==> config.mk <==
export PLATFORM = sky130hd
export DESIGN_NAME = line_clear_ctrl
export DESIGN_NICKNAME = d
export VERILOG_FILES = /design/src/rtl/line_clear_ctrl.sv
export SDC_FILE = /design/constraint.sdc
export NUM_CORES = 1
export LEC_CHECK = 0
export CAP_MARGIN = 30
export CORE_ASPECT_RATIO = 0.5
export CORE_MARGIN = 2
export CORE_UTILIZATION = 45
export CTS_CLUSTER_SIZE = 16
export DETAILED_ROUTE_END_ITERATION = 8
export GPL_TIMING_DRIVEN = 0
export PLACE_DENSITY = 0.86
export SYNTH_ARGS = -nofsm -noshare
export SYNTH_HDL_FRONTEND = slang
export SYNTH_SLANG_ARGS = --single-unit
==> constraint.sdc <==
create_clock -name clk -period 7 [get_ports clk]
set_input_delay 1.05 -clock clk [delete_from_list [all_inputs] [get_ports clk]]
set_output_delay 1.05 -clock clk [all_outputs]
set_load 0.05 [all_outputs]
==> src/rtl/line_clear_ctrl.sv <==
// rtl/line_clear_ctrl.sv - line-clear sequencer for the 10x20 playfield
//
// Captures the board on start, scans rows bottom-to-top, removes each full
// row by shifting everything above it down one row, then strobes done with
// the compacted board and the number of removed lines.
//
// Optional feature macro: LINE_CLEAR_SCORE_EN (adds the score_add port).
//
// Ports:
//   clk        in   system clock, all state on rising edge
//   reset      in   synchronous active-high reset
//   start      in   request a clear pass, sampled only in IDLE
//   board_in   in   board to process, row r at [r*WIDTH +: WIDTH], row 0 = top
//   board_out  out  working/result board (registered)
//   lines      out  rows removed in the current/last pass (registered)
//   busy       out  high whenever the sequencer is not IDLE
//   done       out  one-cycle pulse, board_out/lines final
//   score_add  out  score increment for the pass (LINE_CLEAR_SCORE_EN only)

module line_clear_ctrl #(
    parameter int HEIGHT = 20,
    parameter int WIDTH  = 10
) (
    input  logic                      clk,
    input  logic                      reset,
    input  logic                      start,
    input  logic [HEIGHT*WIDTH-1:0]   board_in,
    output logic [HEIGHT*WIDTH-1:0]   board_out,
    output logic [4:0]                lines,
    output logic                      busy,
    output logic                      done
`ifdef LINE_CLEAR_SCORE_EN
    ,
    output logic [10:0]               score_add
`endif
);

    typedef enum logic [1:0] {
        ST_IDLE = 2'd0,
        ST_SCAN = 2'd1,
        ST_DONE = 2'd2
    } state_t;

    localparam logic [4:0] ROW_BOTTOM = 5'(HEIGHT - 1);

    state_t                    state_q;
    logic [4:0]                row_q;
    logic [HEIGHT*WIDTH-1:0]   board_q;
    logic [4:0]                lines_q;
    logic                      busy_q;
    logic                      done_q;
    logic                      row_full;
    logic [HEIGHT*WIDTH-1:0]   shift_d;

`ifdef LINE_CLEAR_SCORE_EN
    logic [10:0]               score_q;

    function automatic logic [10:0] score_of(input logic [4:0] n);
        case (n)
            5'd0:    score_of = 11'd0;
            5'd1:    score_of = 11'd40;
            5'd2:    score_of = 11'd100;
            5'd3:    score_of = 11'd300;
            default: score_of = 11'd1200;
        endcase
    endfunction

    assign score_add = score_q;
`endif

    assign board_out = board_q;
    assign lines     = lines_q;
    assign busy      = busy_q;
    assign done      = done_q;

    assign row_full = &board_q[int'(row_q)*WIDTH +: WIDTH];

    // Board with row_q removed: rows 1..row_q take the row above them,
    // row 0 is refilled empty, rows below row_q keep their contents.
    always_comb begin
        shift_d = board_q;
        shift_d[0 +: WIDTH] = '0;
        for (int k = 1; k < HEIGHT; k++) begin
            if (k <= int'(row_q)) begin
                shift_d[k*WIDTH +: WIDTH] = board_q[(k-1)*WIDTH +: WIDTH];
            end
        end
    end

    always_ff @(posedge clk) begin
        if (reset) begin
            state_q <= ST_IDLE;
            row_q   <= ROW_BOTTOM;
            board_q <= '0;
            lines_q <= '0;
            busy_q  <= 1'b0;
            done_q  <= 1'b0;
`ifdef LINE_CLEAR_SCORE_EN
            score_q <= '0;
`endif
        end else begin
            case (state_q)
                ST_IDLE: begin
                    done_q <= 1'b0;
                    if (start) begin
                        board_q <= board_in;
                        row_q   <= ROW_BOTTOM;
                        lines_q <= '0;
                        busy_q  <= 1'b1;
                        state_q <= ST_SCAN;
`ifdef LINE_CLEAR_SCORE_EN
                        score_q <= '0;
`endif
                    end
                end
                ST_SCAN: begin
                    if (row_full) begin
                        // Row pointer stays put: the row that dropped into
                        // this slot must be checked as well.
                        board_q <= shift_d;
                        lines_q <= lines_q + 5'd1;
                    end else if (row_q != 5'd0) begin
                        row_q <= row_q - 5'd1;
                    end else begin
                        state_q <= ST_DONE;
                        done_q  <= 1'b1;
`ifdef LINE_CLEAR_SCORE_EN
                        // lines_q is already final here, so the increment is
                        // presented together with the done strobe.
                        score_q <= score_of(lines_q);
`endif
                    end
                end
                ST_DONE: begin
                    done_q  <= 1'b0;
                    busy_q  <= 1'b0;
                    row_q   <= ROW_BOTTOM;
                    state_q <= ST_IDLE;
                end
                default: begin
                    state_q <= ST_IDLE;
                    busy_q  <= 1'b0;
                    done_q  <= 1'b0;
                end
            endcase
        end
    end

endmodule

==> parameters.txt <==
Parameter                              Value

Final layout
  Register area ... 4280 um2
  Area growth from synthesis to layout ... 42.7%
  Filler cell count in the final layout ... 2268
  Fraction of layout cells with a size suffix above 1 ... 6.23%
  Diode insertion count for antenna repair ... 0
  Net total in the final layout ... 2203
  Multi-input gate area in the final layout ... 7250 um2

Floorplanning
  Initial Utilization ... 45.9%
  Y dimension of the die ... 120 um
  Area of the core ... 26500 um2
  Number of placement rows ... 42
  Chip Width ... 237 um
  Die Footprint ... 28500 um2
  Number of ports placed on the die boundary ... 410

Global route
  Antenna violations before repair ... 0
  Total grt overflow ... 0
  Via count of the first global-routing pass ... 13600
  Global-route wire length before repair ... 87.8 mm
  Global router's overall resource usage ... 40.9%
  Maximum number of pins on one net before global-route repair ... 15

Critical path
  CP Data Required Time ... 7.46 ns
  Highest-delay cell along the critical path ... sky130_fd_sc_hd__clkbuf_1
  Cells along the critical path ... nand2b_1, clkbuf_1, buf_2, o22ai_1, o21ai_0, nand3_1, nand2_1, or3_1, clkbuf_1, o31ai_1, buf_2, a31oi_1, o21a_1
  Arr. time, crit path ... 5.01 ns
  FF-to-FF path depth ... 13
  Setup slack of the worst register-to-register path ... 2.45 ns
  Largest driver fanout on the critical path ... 10
  Endpoint kind of the worst setup timing path ... register
  Nature of the critical path startpoint ... register
  Maximum cell stage delay along the critical path ... 0.67 ns
  Critical path start-end classification ... register to register

Drt
  DRC violation count after routing ... 0
  Initial DRT Pass Iterations ... 6
  Number of DRC violations after detailed-routing iteration 0 ... 2227
  Routed Wire Length ... 61.1 mm
  Average routed wire per standard cell ... 25.9 um
  Total via count after detailed routing ... 15000
  Number of routed nets with antenna violations ... 0
  Avg Vias per Cell ... 6.34

Power and ir drop
  Leakage Power ... 7.28 nW
  Comb power frac ... 37.5%
  P per Cell Area ... 254 nW/um2
  Cell Int Power ... 0.00260 W
  Overall power consumption ... 0.00442 W
  Clock share of power ... 27.1%
  Sequential share of power ... 35.3%
  Switching part of the total ... 41.1%
  IR drop worst, VDD ... 0.178 mV
  Power dissipated by switching net loads ... 0.00182 W

Placement
  Gpl congestion ... 1.03
  Final HPWL DP ... 47.1 mm
  Number of buffers added on ports ... 408

Clock tree
  CTS tree ... yes
  Clock latency on the worst-skew pair ... 0.53 ns
  CTS root buf ... sky130_fd_sc_hd__clkbuf_16
  Maximum count of clock buffers along a single path ... 3
  Clock input transition at the sequential cells of the worst setup and hold paths ... 0.07 ns
  Number of sinks on the clock net ... 214
  Count of hold buffers inserted by post-cts repair ... 0
  Number of buffers created by CTS ... 21
  CTS H-tree depth ... 1
  # Post-CTS Setup Buffers ... 0
  Number of gates resized after cts ... 0

Logic synthesis
  Cell Area, Synth ... 12200 um2
  Synth top area share ... 35.1%
  Biggest area contributors in the synthesized netlist ... sky130_fd_sc_hd__dfxtp_1, sky130_fd_sc_hd__mux2i_1, sky130_fd_sc_hd__nor2_1
  Top flip-flop cell by instance count after synthesis ... sky130_fd_sc_hd__dfxtp_1
  Yosys warning total ... 0
  Distinct cell type count of the synthesized netlist ... 55
  EDFF count, synth ... 0
  Share of flip-flops with an asynchronous set or reset ... 0%
  Net count of the mapped netlist ... 1772
  Most numerous cell types in the synthesized netlist ... sky130_fd_sc_hd__nor2_1, sky130_fd_sc_hd__dfxtp_1, sky130_fd_sc_hd__nand2_1, sky130_fd_sc_hd__mux2i_1, sky130_fd_sc_hd__o21ai_0
  Cell with the most instances after synthesis ... sky130_fd_sc_hd__nor2_1
  Per-instance average area after synthesis ... 7.80 um2
  Sequential fraction of the synthesis area ... 35.1%
  Cell accounting for the most synthesized area ... sky130_fd_sc_hd__dfxtp_1
  Synthesis-stage register bit count ... 214
  Number of instances in the synthesized netlist ... 1563

Hold path
  Worst hold path cell count ... 2
  Worst Hold Class ... register to register

Timing
  Endpoints failing hold ... 0
  Worst slew margin relative to its limit ... 34.1%
  Slew at the pin closest to its max-slew limit ... 0.985 ns
  Setup TNS ... 0 ns
  Final setup skew ... 0.0175 ns
  Final setup violation count ... 0
  Final critical delay including setup and external delays ... 4.55 ns
  Max-slew violation count ... 0
  RSZ-0062 raised after global routing ... no
  Part of the cycle the worst path needs ... 65.0%
  Maximum achievable frequency ... 220 MHz

Status
  Result of the run ... finished, final reports clean

Flow run
  Number of violations of the max-capacitance limit ... 0
-- registers in the layout (all words and copies together), names as in the netlist --
register   cells
board_out    200
lines          5
row_q          5
state_q        2
busy           1
done           1
-- layer usage --
layer,wire length (um),global-route usage (%),vias up,share of wire [%]
met5,0,0,-,0
met4,1960,11.5,0,3.2
met3,7480,9.84,165,12
met2,26500,62.2,1108,43
met1,25200,57.5,7179,41
li1,-,-,6508,-
-- stage by stage --
| step | instance area, um2 | utilization (%) | std cells | hold slack [ns] | worst slack, ns |
|---|---|---|---|---|---|
| final | 17400 | 65.6 | 2360 | 0.482 | 2.45 |
| after global routing | 17400 | 65.6 | 2360 | 0.484 | 2.56 |
| after CTS | 17400 | 65.6 | 2360 | 0.482 | 2.82 |
| after detailed placement | 16700 | 63.0 | 2323 | 0.473 | 2.90 |
| after global placement | 16700 | 63.0 | 2323 | 0.447 | 2.95 |
| after floorplan | 12200 | - | 1563 | 0.552 | 4.36 |
-- critical path: cells and delay by family (launching register included) --
| kind | cells | cell delay, ns |
|---|---|---|
| and+or+nand+nor | 4 | 0.65 |
| buffers and inverters | 4 | 1.92 |
| DFF | 1 | 0.43 |
| AOI/OAI and AO/OA | 5 | 1.47 |
-- power groups by stage --
stage / combinational [W] / clock (W) / sequential, W
2_1_floorplan: 0.000556 / 0 / 0.00196
5_1_grt: 0.00172 / 0.00123 / 0.00156
3_5_place_dp: 0.00162 / 0 / 0.00157
6_report: 0.00166 / 0.00120 / 0.00156
3_3_place_gp: 0.00160 / 0 / 0.00157
4_1_cts: 0.00163 / 0.00117 / 0.00155
-- layout by cell type (no fill, tap or decap), types with 4 or more instances in the layout --
cell and instances:
sky130_fd_sc_hd__buf_6 6, sky130_fd_sc_hd__a21boi_0 21, sky130_fd_sc_hd__clkdlybuf4s50_1 408, sky130_fd_sc_hd__a31oi_1 12, sky130_fd_sc_hd__o21ai_0 133, sky130_fd_sc_hd__buf_2 29
sky130_fd_sc_hd__o41ai_1 12, sky130_fd_sc_hd__dfxtp_1 214, sky130_fd_sc_hd__a211oi_1 10, sky130_fd_sc_hd__o21bai_1 20, sky130_fd_sc_hd__o21ai_1 5, sky130_fd_sc_hd__a22o_1 9
sky130_fd_sc_hd__nand3_1 45, sky130_fd_sc_hd__nor2_1 270, sky130_fd_sc_hd__inv_1 8, sky130_fd_sc_hd__buf_1 6, sky130_fd_sc_hd__xnor2_1 5, sky130_fd_sc_hd__clkbuf_1 94
sky130_fd_sc_hd__nor3_1 94, sky130_fd_sc_hd__nand2_1 161, sky130_fd_sc_hd__buf_4 7, sky130_fd_sc_hd__nand2b_1 6, sky130_fd_sc_hd__ha_1 6, sky130_fd_sc_hd__o2bb2ai_1 10
sky130_fd_sc_hd__o31ai_1 4, sky130_fd_sc_hd__a21bo_2 29, sky130_fd_sc_hd__clkbuf_8 6, sky130_fd_sc_hd__mux2i_1 140, sky130_fd_sc_hd__a41o_1 12, sky130_fd_sc_hd__a311oi_1 50
sky130_fd_sc_hd__o41ai_2 9, sky130_fd_sc_hd__o22ai_1 50, sky130_fd_sc_hd__clkbuf_16 21, sky130_fd_sc_hd__o21a_1 12, sky130_fd_sc_hd__a21oi_1 46
-- worst paths after layout --
check | from | endpoint
setup / recovery | row_q[1] | board_out[141]
hold / removal | done | done
setup reg to reg | row_q[1] | board_out[141]
hold reg to reg | done | done
-- cell type report --
| class | instances | area share [%] |
|---|---|---|
| plain buffers | 137 | 3.57 |
| clock buffers | 32 | 3.60 |
| well taps | 352 | 2.53 |
| clock inverters | 5 | 0.324 |
| inverters | 9 | 0.194 |
| repair buffers | 408 | 23.5 |
| multi-input cells | 1203 | 41.7 |
| flip-flops and latches | 214 | 24.6 |
-- logic make-up after synthesis --
kind of cell             synth area share (%)
buffers and inverters                    5.38
flip-flops                               35.1
XOR/XNOR                                0.359
adder cells (fa/ha/maj)                 0.616
AO/OA/AOI/OAI                            26.3
multiplexers                             11.6
AND/OR/NAND/NOR                          20.6
(Power assumes the default switching activity.)
